===== src/rtl/ram_browser_pkg.sv =====
// Shared types for the RAM browser: display modes and the supported read-latency ceiling.
package ram_browser_pkg;

  typedef enum logic [1:0] {
    MANUAL = 2'b00,
    STEP   = 2'b01,
    AUTO   = 2'b10,
    HOLD   = 2'b11
  } mode_e;

  localparam int MAX_RD_LAT = 4;

endpackage


===== src/rtl/ram_browser_if.sv =====
// Switch/button inputs, RAM read port and hex-display outputs of the RAM browser.
interface ram_browser_if
  import ram_browser_pkg::*;
#(
  parameter int ADDR_W = 8,
  parameter int DATA_W = 16
);

  mode_e             mode;
  logic [ADDR_W-1:0] sw_addr;
  logic              step;
  logic [ADDR_W-1:0] rd_addr;
  logic [DATA_W-1:0] rd_data;
  logic [ADDR_W-1:0] disp_addr;
  logic [DATA_W-1:0] disp_data;
  logic              disp_valid;
  logic              wrap;
  logic [DATA_W-1:0] checksum;

  // master: switches, buttons and RAM; slave: the browser itself
  modport master (
    output mode, sw_addr, step, rd_data,
    input  rd_addr, disp_addr, disp_data, disp_valid, wrap, checksum
  );

  modport slave (
    input  mode, sw_addr, step, rd_data,
    output rd_addr, disp_addr, disp_data, disp_valid, wrap, checksum
  );

endinterface


===== src/rtl/ram_browser_scan_tick.sv =====
// Auto-scan divider: counts 0..SCAN_DIV-1 while enabled and pulses tick on the last count.
module scan_tick #(
  parameter int SCAN_DIV = 25_000_000
) (
  input  logic clk,
  input  logic reset,
  input  logic en,
  input  logic clr,
  output logic tick
);

  localparam int                CNT_W = $clog2(SCAN_DIV);
  localparam logic [CNT_W-1:0]  LAST  = CNT_W'(SCAN_DIV - 1);

  logic [CNT_W-1:0] cnt_q;

  assign tick = en && (cnt_q == LAST);

  // Neither enabled nor cleared means frozen, which is how HOLD keeps its place.
  always_ff @(posedge clk) begin
    if (reset || clr) begin
      cnt_q <= '0;
    end else if (en) begin
      cnt_q <= tick ? '0 : cnt_q + 1'b1;
    end
  end

endmodule


===== src/rtl/ram_browser.sv =====
// RAM browser: drives a RAM read port and presents an aligned address/data pair for display.
// Optional per-pass scan checksum is built when RAM_BROWSER_CHECKSUM_EN is defined.
module ram_browser
  import ram_browser_pkg::*;
#(
  parameter int ADDR_W   = 8,
  parameter int DATA_W   = 16,
  parameter int RD_LAT   = 2,
  parameter int SCAN_DIV = 25_000_000
) (
  input  logic         clk,
  input  logic         reset,
  ram_browser_if.slave bus
);

  mode_e             mode_q;
  logic [ADDR_W-1:0] cur_addr, addr_d;
  logic              inc, wrap_d, wrap_q, tick;
  logic [ADDR_W-1:0] tag_q [RD_LAT];
  logic [RD_LAT-1:0] tag_vld_q;
  logic [ADDR_W-1:0] disp_addr_q;
  logic [DATA_W-1:0] disp_data_q;
  logic              disp_tag_vld_q, disp_valid;

  scan_tick #(.SCAN_DIV(SCAN_DIV)) u_scan_tick (
    .clk   (clk),
    .reset (reset),
    .en    (bus.mode == AUTO),
    .clr   (bus.mode == MANUAL || bus.mode == STEP),
    .tick  (tick)
  );

  // The incoming mode governs this edge; a Step that arrives with a mode change is dropped.
  // NOTE: defaults first so every path assigns every output -- no latch is inferred.
  always_comb begin
    addr_d = cur_addr;
    inc    = 1'b0;
    case (bus.mode)
      MANUAL:  addr_d = bus.sw_addr;
      STEP:    inc = bus.step && (mode_q == STEP);
      AUTO:    inc = tick;
      default: ;
    endcase
    if (inc) addr_d = cur_addr + 1'b1;
    wrap_d = inc && (&cur_addr);
  end

  // tag_q[0] mirrors cur_addr; tag_q[RD_LAT-1] names the word currently on rd_data.
  // NOTE: non-blocking assignments so every register samples pre-edge values.
  always_ff @(posedge clk) begin
    if (reset) begin
      mode_q         <= MANUAL;
      cur_addr       <= '0;
      wrap_q         <= 1'b0;
      // NOTE: the tag pipeline is reset (unlike a data RAM) because its valid bits gate disp_valid.
      for (int i = 0; i < RD_LAT; i++) tag_q[i] <= '0;
      tag_vld_q      <= '0;
      disp_addr_q    <= '0;
      disp_data_q    <= '0;
      disp_tag_vld_q <= 1'b0;
    end else begin
      mode_q       <= bus.mode;
      cur_addr     <= addr_d;
      wrap_q       <= wrap_d;
      tag_q[0]     <= addr_d;
      tag_vld_q[0] <= 1'b1;
      for (int i = 1; i < RD_LAT; i++) begin
        tag_q[i]     <= tag_q[i-1];
        tag_vld_q[i] <= tag_vld_q[i-1];
      end
      if (bus.mode != HOLD) begin
        disp_addr_q    <= tag_q[RD_LAT-1];
        disp_data_q    <= bus.rd_data;
        disp_tag_vld_q <= tag_vld_q[RD_LAT-1];
      end
    end
  end

  // Settled once the in-flight tags and the displayed tag all name cur_addr.
  always_comb begin
    disp_valid = disp_tag_vld_q && (&tag_vld_q) && (disp_addr_q == cur_addr);
    for (int i = 1; i < RD_LAT; i++) begin
      if (tag_q[i] != cur_addr) disp_valid = 1'b0;
    end
  end

  assign bus.rd_addr    = cur_addr;
  assign bus.disp_addr  = disp_addr_q;
  assign bus.disp_data  = disp_data_q;
  assign bus.disp_valid = disp_valid;
  assign bus.wrap       = wrap_q;

`ifdef RAM_BROWSER_CHECKSUM_EN
  logic [DATA_W-1:0] acc_q, acc_sum, checksum_q;
  logic              added_q, add_now;

  // Each address contributes once, on its first settled cycle; the wrap edge still counts the last one.
  always_comb begin
    add_now = (bus.mode == AUTO) && disp_valid && !added_q;
    acc_sum = acc_q + (add_now ? disp_data_q : '0);
  end

  always_ff @(posedge clk) begin
    if (reset) begin
      acc_q      <= '0;
      added_q    <= 1'b0;
      checksum_q <= '0;
    end else if (bus.mode == AUTO) begin
      if (wrap_d) begin
        checksum_q <= acc_sum;
        acc_q      <= '0;
      end else begin
        acc_q      <= acc_sum;
      end
      added_q <= inc ? 1'b0 : (added_q | add_now);
    end else if (bus.mode != HOLD) begin
      acc_q   <= '0;
      added_q <= 1'b0;
    end
  end

  assign bus.checksum = checksum_q;
`else
  assign bus.checksum = '0;
`endif

endmodule

===== src/flat_wrapper.sv =====
// flat-port wrapper written by rule: the top's interface ports become plain ports
module ram_browser_flat import ram_browser_pkg::*;
#(
  parameter int ADDR_W   = 8,
  parameter int DATA_W   = 16,
  parameter int RD_LAT   = 2,
  parameter int SCAN_DIV = 25_000_000
)
  (clk, reset, bus_mode, bus_sw_addr, bus_step, bus_rd_data, bus_rd_addr, bus_disp_addr, bus_disp_data, bus_disp_valid, bus_wrap, bus_checksum);
  ram_browser_if #(.ADDR_W(ADDR_W), .DATA_W(DATA_W)) bus_i ();
  input  logic clk;
  input  logic reset;
  input wire logic [$bits(bus_i.mode)-1:0] bus_mode;
  input wire logic [$bits(bus_i.sw_addr)-1:0] bus_sw_addr;
  input wire logic [$bits(bus_i.step)-1:0] bus_step;
  input wire logic [$bits(bus_i.rd_data)-1:0] bus_rd_data;
  output wire logic [$bits(bus_i.rd_addr)-1:0] bus_rd_addr;
  output wire logic [$bits(bus_i.disp_addr)-1:0] bus_disp_addr;
  output wire logic [$bits(bus_i.disp_data)-1:0] bus_disp_data;
  output wire logic [$bits(bus_i.disp_valid)-1:0] bus_disp_valid;
  output wire logic [$bits(bus_i.wrap)-1:0] bus_wrap;
  output wire logic [$bits(bus_i.checksum)-1:0] bus_checksum;
  assign bus_i.mode = bus_mode;
  assign bus_i.sw_addr = bus_sw_addr;
  assign bus_i.step = bus_step;
  assign bus_i.rd_data = bus_rd_data;
  assign bus_rd_addr = bus_i.rd_addr;
  assign bus_disp_addr = bus_i.disp_addr;
  assign bus_disp_data = bus_i.disp_data;
  assign bus_disp_valid = bus_i.disp_valid;
  assign bus_wrap = bus_i.wrap;
  assign bus_checksum = bus_i.checksum;
  ram_browser #(.ADDR_W(ADDR_W), .DATA_W(DATA_W), .RD_LAT(RD_LAT), .SCAN_DIV(SCAN_DIV)) u_core (.clk(clk), .reset(reset), .bus(bus_i));
endmodule

===== config.mk =====
export PLATFORM = sky130hd
export DESIGN_NAME = ram_browser_flat
export DESIGN_NICKNAME = d
export VERILOG_FILES = /design/src/rtl/ram_browser_pkg.sv /design/src/rtl/ram_browser_if.sv /design/src/rtl/ram_browser_scan_tick.sv /design/src/rtl/ram_browser.sv /design/src/flat_wrapper.sv
export SDC_FILE = /design/constraint.sdc
export NUM_CORES = 1
export LEC_CHECK = 0
export ABC_AREA = 1
export CORE_MARGIN = 3
export CORE_UTILIZATION = 48
export CTS_BUF_LIST = sky130_fd_sc_hd__clkbuf_4 sky130_fd_sc_hd__clkbuf_8
export DETAILED_ROUTE_END_ITERATION = 10
export GPL_TIMING_DRIVEN = 0
export HOLD_SLACK_MARGIN = 0.15
export PLACE_DENSITY = 0.79
export SETUP_SLACK_MARGIN = 0.3
export SLEW_MARGIN = 20
export SYNTH_ARGS = -nofsm -noshare
export SYNTH_HDL_FRONTEND = slang
export SYNTH_HIERARCHICAL = 1
export SYNTH_SLANG_ARGS = --single-unit

===== constraint.sdc =====
create_clock -name clk -period 1.6 [get_ports clk]
set_clock_uncertainty 0.05 [all_clocks]
set_input_delay 0.24 -clock clk [delete_from_list [all_inputs] [get_ports clk]]
set_output_delay 0.24 -clock clk [all_outputs]
set_load 0.005 [all_outputs]

* Word level (Yosys, flattened, before mapping)
Memories as Yosys holds them, arrays and structs flattened.
Index checks and enable logic that the tools add are counted.
** Storage, ports and cells
- Register bits after elaboration :: 63
- Latch bits :: 0
- Memory bits (writable) :: 16
- Memory bits (read-only) :: 0
- Input bits :: 29
- Output and inout bits :: 50
- Word-level logic and storage cells :: 42
- Memories kept :: 1
** Cells by class
- Add/subtract/negate cells :: 2
- $mul :: 0
- Div/mod/pow operators :: 0
- Order comparisons :: 0
- Equality and inequality tests :: 7
- Shift operators :: 0
- Mux-type cells :: 11
- Bitwise gates (word level) :: 2
- Reductions and logical operators :: 10
** Memories
- u_core.tag_q :: depth 2, width 8, read ports 2, clocked after memory_dff 0, write ports 2, RTL line ram_browser.sv:19 : logic [ADDR_W-1:0] tag_q [RD_LAT];
** Operators by type and width (number)
- $mux W8 :: 4
- $add A25 B1 Y25 const B :: 1
- $eq A25 B25 Y1 const B :: 1
- $mux W25 :: 1
- $add A8 B1 Y8 const B :: 1
- $eq A8 B8 Y1 :: 1
- $ne A8 B8 Y1 :: 1
- $reduce_and A8 Y1 :: 1
- $logic_and A1 B1 Y1 :: 5
- $mux W1 :: 5
- $eq A2 B1 Y1 const B :: 2
- $eq A2 B2 Y1 const B :: 1
- $logic_not A2 Y1 :: 1
- $logic_or A1 B1 Y1 :: 2
- $ne A2 B2 Y1 const B :: 1
- $or A1 B1 Y1 :: 2
- $pmux W1 S2 :: 1
- $reduce_and A2 Y1 :: 1

* Depth between registers and ports, before layout
Gate-level depths: netlist of the first run.
- Depth in word-level cells :: 5
- Gate-level depth with buffers :: 16
- Depth with buffers taken out :: 15

* By module
The synthesis of the first run kept the hierarchy.
** By module, submodules not included
- ram_browser :: instances 1, cells each 311, area each 2224.6 µm², seq. area each 920.9 µm²
- scan_tick :: instances 1, cells each 256, area each 1604.0 µm², seq. area each 500.5 µm²

* Least setup slack after synthesis of the first run
No wires, ideal clock.
- Kind :: in2reg
- Start point :: input bus_mode[0]
- End point :: register u_core.u_scan_tick.cnt_q[20]
- Setup time :: 62 ps
- Data arrival time :: 1540 ps
- Data required time :: 1488 ps
- Slack :: -52 ps
- Stages on the path :: 9
- Path buffers :: 1
- Cell sequence :: inv_1 ha_1 or2_1 nor2_1 inv_1 nor2_4 buf_12 nand2_2 nor2_2
** On the way
- Word-level cells in the longest chain between the ends :: 3
- Elaborated cells on any way between the ends :: 7
- Classes of those cells :: eq/ne: 2; mux: 1; reduce/logical: 4
** Ends and longest elaborated chain
- start: declaration :: RTL line flat_wrapper.sv:13 : input wire logic [$bits(bus_i.mode)-1:0] bus_mode;
- $eq A2 B2 Y1 (tied with other cells) :: RTL line ram_browser.sv:28 : .en (bus.mode == AUTO),
- $logic_and A1 B1 Y1 or $logic_or A1 B1 Y1 (tied branches) :: RTL line ram_browser_scan_tick.sv:17, ram_browser.sv:29
- $mux W25 or $logic_or A1 B1 Y1 (tied branches) :: RTL line ram_browser_scan_tick.sv:24, ram_browser_scan_tick.sv:21
- end signal: assignment :: RTL line ram_browser_scan_tick.sv:24 : cnt_q <= tick ? '0 : cnt_q + 1'b1;
- end: declaration :: RTL line ram_browser_scan_tick.sv:15 : logic [CNT_W-1:0] cnt_q;
Parallel ways exist; a longest one is shown, timed or not.
A chain may end at the register's enable or synchronous reset.

* Final worst setup path of the first run
- Start point :: register u_core.u_scan_tick.cnt_q[6]
- End point :: register u_core.wrap_q, in the netlist u_core/bus.wrap
** On the way
- Word-level cells in the longest chain between the ends :: 4
** Ends and longest elaborated chain
- $eq A25 B25 Y1 :: RTL line ram_browser_scan_tick.sv:17 : assign tick = en && (cnt_q == LAST);
- $logic_and A1 B1 Y1 :: RTL line ram_browser_scan_tick.sv:17
- via u_core.tick :: RTL line ram_browser.sv:18 : logic inc, wrap_d, wrap_q, tick;
- $pmux W1 S2 :: RTL line ram_browser.sv:38 : case (bus.mode)
- $logic_and A1 B1 Y1 :: RTL line ram_browser.sv:45 : wrap_d = inc && (&cur_addr);
- end signal: assignment :: RTL line ram_browser.sv:64 : wrap_q <= wrap_d;
- end: declaration :: RTL line ram_browser.sv:18
The timed path passes the listed nets, and every way through them passes these cells.

==> impl_metrics.yaml, run 1 <==
outcome:
  run_status: "finished with violations"
  failing_checks: "setup timing"
floorplanning:
  initial_core_util: 0.511
  design.die.area_mm2: 0.00908
  io-pin-count: 79
  floorplan.rows: 31
  core_area_mm2: 0.00749
  die_y_um: 95.3
  dieWidth_um: 95.3
timing:
  setup-tns-final_ps: -1800
  finalCriticalPeriod_ps: 1760
  max_freq_mhz: 569
  timing_max_transition_violations_final: 0
  rsz0062_at_grt: "true"
  finalHoldViolations: 0
  report.final.setup_viol: 25
  setup_slack_ps: -157
  timing.final.crit_share: 1.10
  slew_headroom: 0.635
  worst_pin_slew_ps: 547
global_route:
  gr-usage-met1: 0.301
  top_usage_layer: "met2"
  grt_antenna_before_repair: 0
  gr-total-overflow: 0
  grt.total_usage: 0.241
  groute.layer.met3.usage: 0.0426
  global_route_wire_length_before_repair_mm: 17.0
  first_global_vias: 3797
  met2_usage: 0.401
  grt_start_max_net_pins: 15
routing:
  first_iter_violations: 260
  dr_total_vias: 4036
  detail_route.wl_per_cell_um: 14.0
  detail-route-antenna-nets: 0
  drt_pass1_iterations: 7
  route.detailed.vias_per_inst: 5.07
  detail_route.wirelength_mm: 11.2
  drc: 0
clocking:
  cts_inserted_buffers: 9
  tritoncts: "yes"
  clock_tree.htree_level_count: 3
  clock-sinks: 71
  worstSkewPairLatency_ps: 360
  register_clock_pin_slew_on_the_reported_worst_setup_and_hold_paths_ps: 80
  clk_root_buffer_cell: "sky130_fd_sc_hd__clkbuf_8"
  maximum_root_to_sink_buffer_count: 2
power:
  irDropWorstVdd_uv: 539
  power.density_mw_per_mm2: 749
  power_mw: 4.16
  static-leakage-power_nw: 2.63
yosys:
  synth-warning-count: 6
  syn_avg_cell_area_um2: 6.75
  yosysSeqAreaShare: 0.371
  synth.distinct_cells: 32
  synthesis.area_mm2: 0.00383
  synth_seq_cells: 71
  synthCells: 567
layout:
  seqCellArea_mm2: 0.00151
  n_fill_cell: 552
  fin_util: 0.741
  finish.cell_count_without_fillers: 796
  post_route_cells_drive_above_1_share: 0.350
  fin_nets: 727
  multiInputGateArea_mm2: 0.00226
  ant_diodes: 0
  layout.cells.most_common: "sky130_fd_sc_hd__nor2_1"
  layout-area-overhead-vs-synth_pct: 44.9
  final_cell_mix: "sky130_fd_sc_hd__nor2_1 (110), sky130_fd_sc_hd__nand2_1 (103), sky130_fd_sc_hd__inv_1 (49), sky130_fd_sc_hd__buf_4 (47)"
placement:
  placed_cells: 743
  place.port_buffers: 62
  routabilityCongestion: 0.879
  place_hpwl_mm: 6.98
worst_hold_path:
  type_of_the_most_critical_hold_path: "input port to flop"
worst_setup_path:
  critical_path.startpoint_type: "flop"
  timing.critical_path.slowest_cell_delay_ps: 350
  path_cells: "inv_1 > nand2_1 > nor2_2 > nand3_2 > nor2_4 > nand2_2 > nand2_2 > nand2_4 > buf_8 > nor4_4"
  worst-endpoint-required_ps: 1810
  rrSetupSlack_ps: -160
  critPathMostFrequentCell: "sky130_fd_sc_hd__nand2_2"
  critical_path_peak_fanout: 5
  worstSetupEndpointType: "flop"
  crit_type: "flop to flop"
  cpMaxStageDelayCell: "sky130_fd_sc_hd__dfxtp_2"
  worst_ep_arrival_time_ps: 1970
run:
  max_cap_violations: 0
[final cells by class]
class                   instances  area share
repair buffers                 99       0.161
multi-input cells             412       0.407
flip-flops and latches         71       0.271
clock inverters                 7      0.0187
clock buffers                   9      0.0223
plain buffers                  36      0.0512
inverters                      63      0.0462
well taps                      99      0.0223
[through the flow]
stage               worst slack [ps]  hold WS (ps)  instance area, µm²
floorplan                       77.3           297                3940
global placement                -748           364                4680
detailed placement              -812           372                4680
CTS                             -141           404                5300
global route                    -291           416                5550
finish                          -157           395                5550
[critical path, delay by kind of cell (launching register included)]
kind,cells,cell delay (ps)
simple gates,8,1030
flops,1,350
buf+inv,2,230
[cells in the mapped netlist, drive strengths merged]
cell,n,share of area
o21ai,41,0.054
nor3,7,0.0091
nor2,137,0.15
nand3,30,0.048
o21bai,1,0.0020
inv,63,0.062
ha,6,0.020
dfxtp,71,0.37
a21boi,1,0.0029
nor4,1,0.0016
xnor2,6,0.014
conb,1,0.00098
xor2,7,0.016
buf,31,0.065
o22ai,1,0.0016
and2,1,0.0016
nand3b,2,0.0039
nand4,1,0.0016
nand2,145,0.16
clkbuf,5,0.0049
a21oi,8,0.010
or2,1,0.0016
[path summary, 6_finish.rpt]
path                            cells past startpoint                                     start                                  endpoint
worst max-delay path                               10  u_core/u_scan_tick/cnt_q[6]$_SDFFE_PP0P_                u_core/bus.wrap$_SDFF_PP0_
worst max register to register                     10  u_core/u_scan_tick/cnt_q[6]$_SDFFE_PP0P_                u_core/bus.wrap$_SDFF_PP0_
worst min register to register                      2               u_core/tag_vld_q[0]$_DFF_P_            u_core/tag_vld_q[1]$_SDFF_PP0_
worst min-delay path                                5                               bus_mode[1]  u_core/u_scan_tick/cnt_q[2]$_SDFFE_PP0P_
[power breakdown]
group / internal (mW) / switching, mW / leakage [nW] / total (mW)
sequential: 1.83 / 0.0491 / 0.602 / 1.88
combinational: 0.312 / 0.296 / 1.91 / 0.608
clock: 0.897 / 0.775 / 0.114 / 1.67
[repair_timing]
action	CTS	global route
hold buffers	2	0
pin swaps	25	29
endpoints found under the setup margin	93	44
setup buffers	20	13
gates resized for setup	169	52
hold endpoints to repair	2	0
gates cloned	2	0
[sequential cells by signal (all words and copies together) (netlist names)]
signal	cells
u_core/bus.wrap	1
u_core/bus.rd_addr	7
u_core/disp_tag_vld_q	1
u_core/bus.disp_data	16
u_core/u_scan_tick/cnt_q	25
u_core/tag_q	9
u_core/tag_vld_q	2
u_core/bus.disp_addr	8
u_core/mode_q	2
[logic make-up after synthesis]
logic type	share of synthesized area
compound gates	0.0706
xor+xnor	0.0297
fa+ha+maj	0.0196
buf+inv	0.131
flops	0.371
other cells	0.000979
simple gates	0.376
[metal layers]
| layer | vias up | wire (µm) |
|---|---|---|
| li1 | 1962 | - |
| met1 | 1883 | 4650 |
| met2 | 161 | 5450 |
| met3 | 30 | 747 |
| met4 | 0 | 318 |
| met5 | - | 0 |
No activity file was read; power rests on OpenSTA's default activity.
==> inputs of run 2 (changes only) <==
--- a/config.mk
+++ b/config.mk
@@ -14,7 +14,7 @@
 export HOLD_SLACK_MARGIN = 0.15
 export PLACE_DENSITY = 0.79
 export SETUP_SLACK_MARGIN = 0.3
-export SLEW_MARGIN = 20
+export SLEW_MARGIN = 0
 export SYNTH_ARGS = -nofsm -noshare
 export SYNTH_HDL_FRONTEND = slang
 export SYNTH_HIERARCHICAL = 1
==> results of run 2 <==
No change in the layout: final DEF, timing and power equal those of run 1.
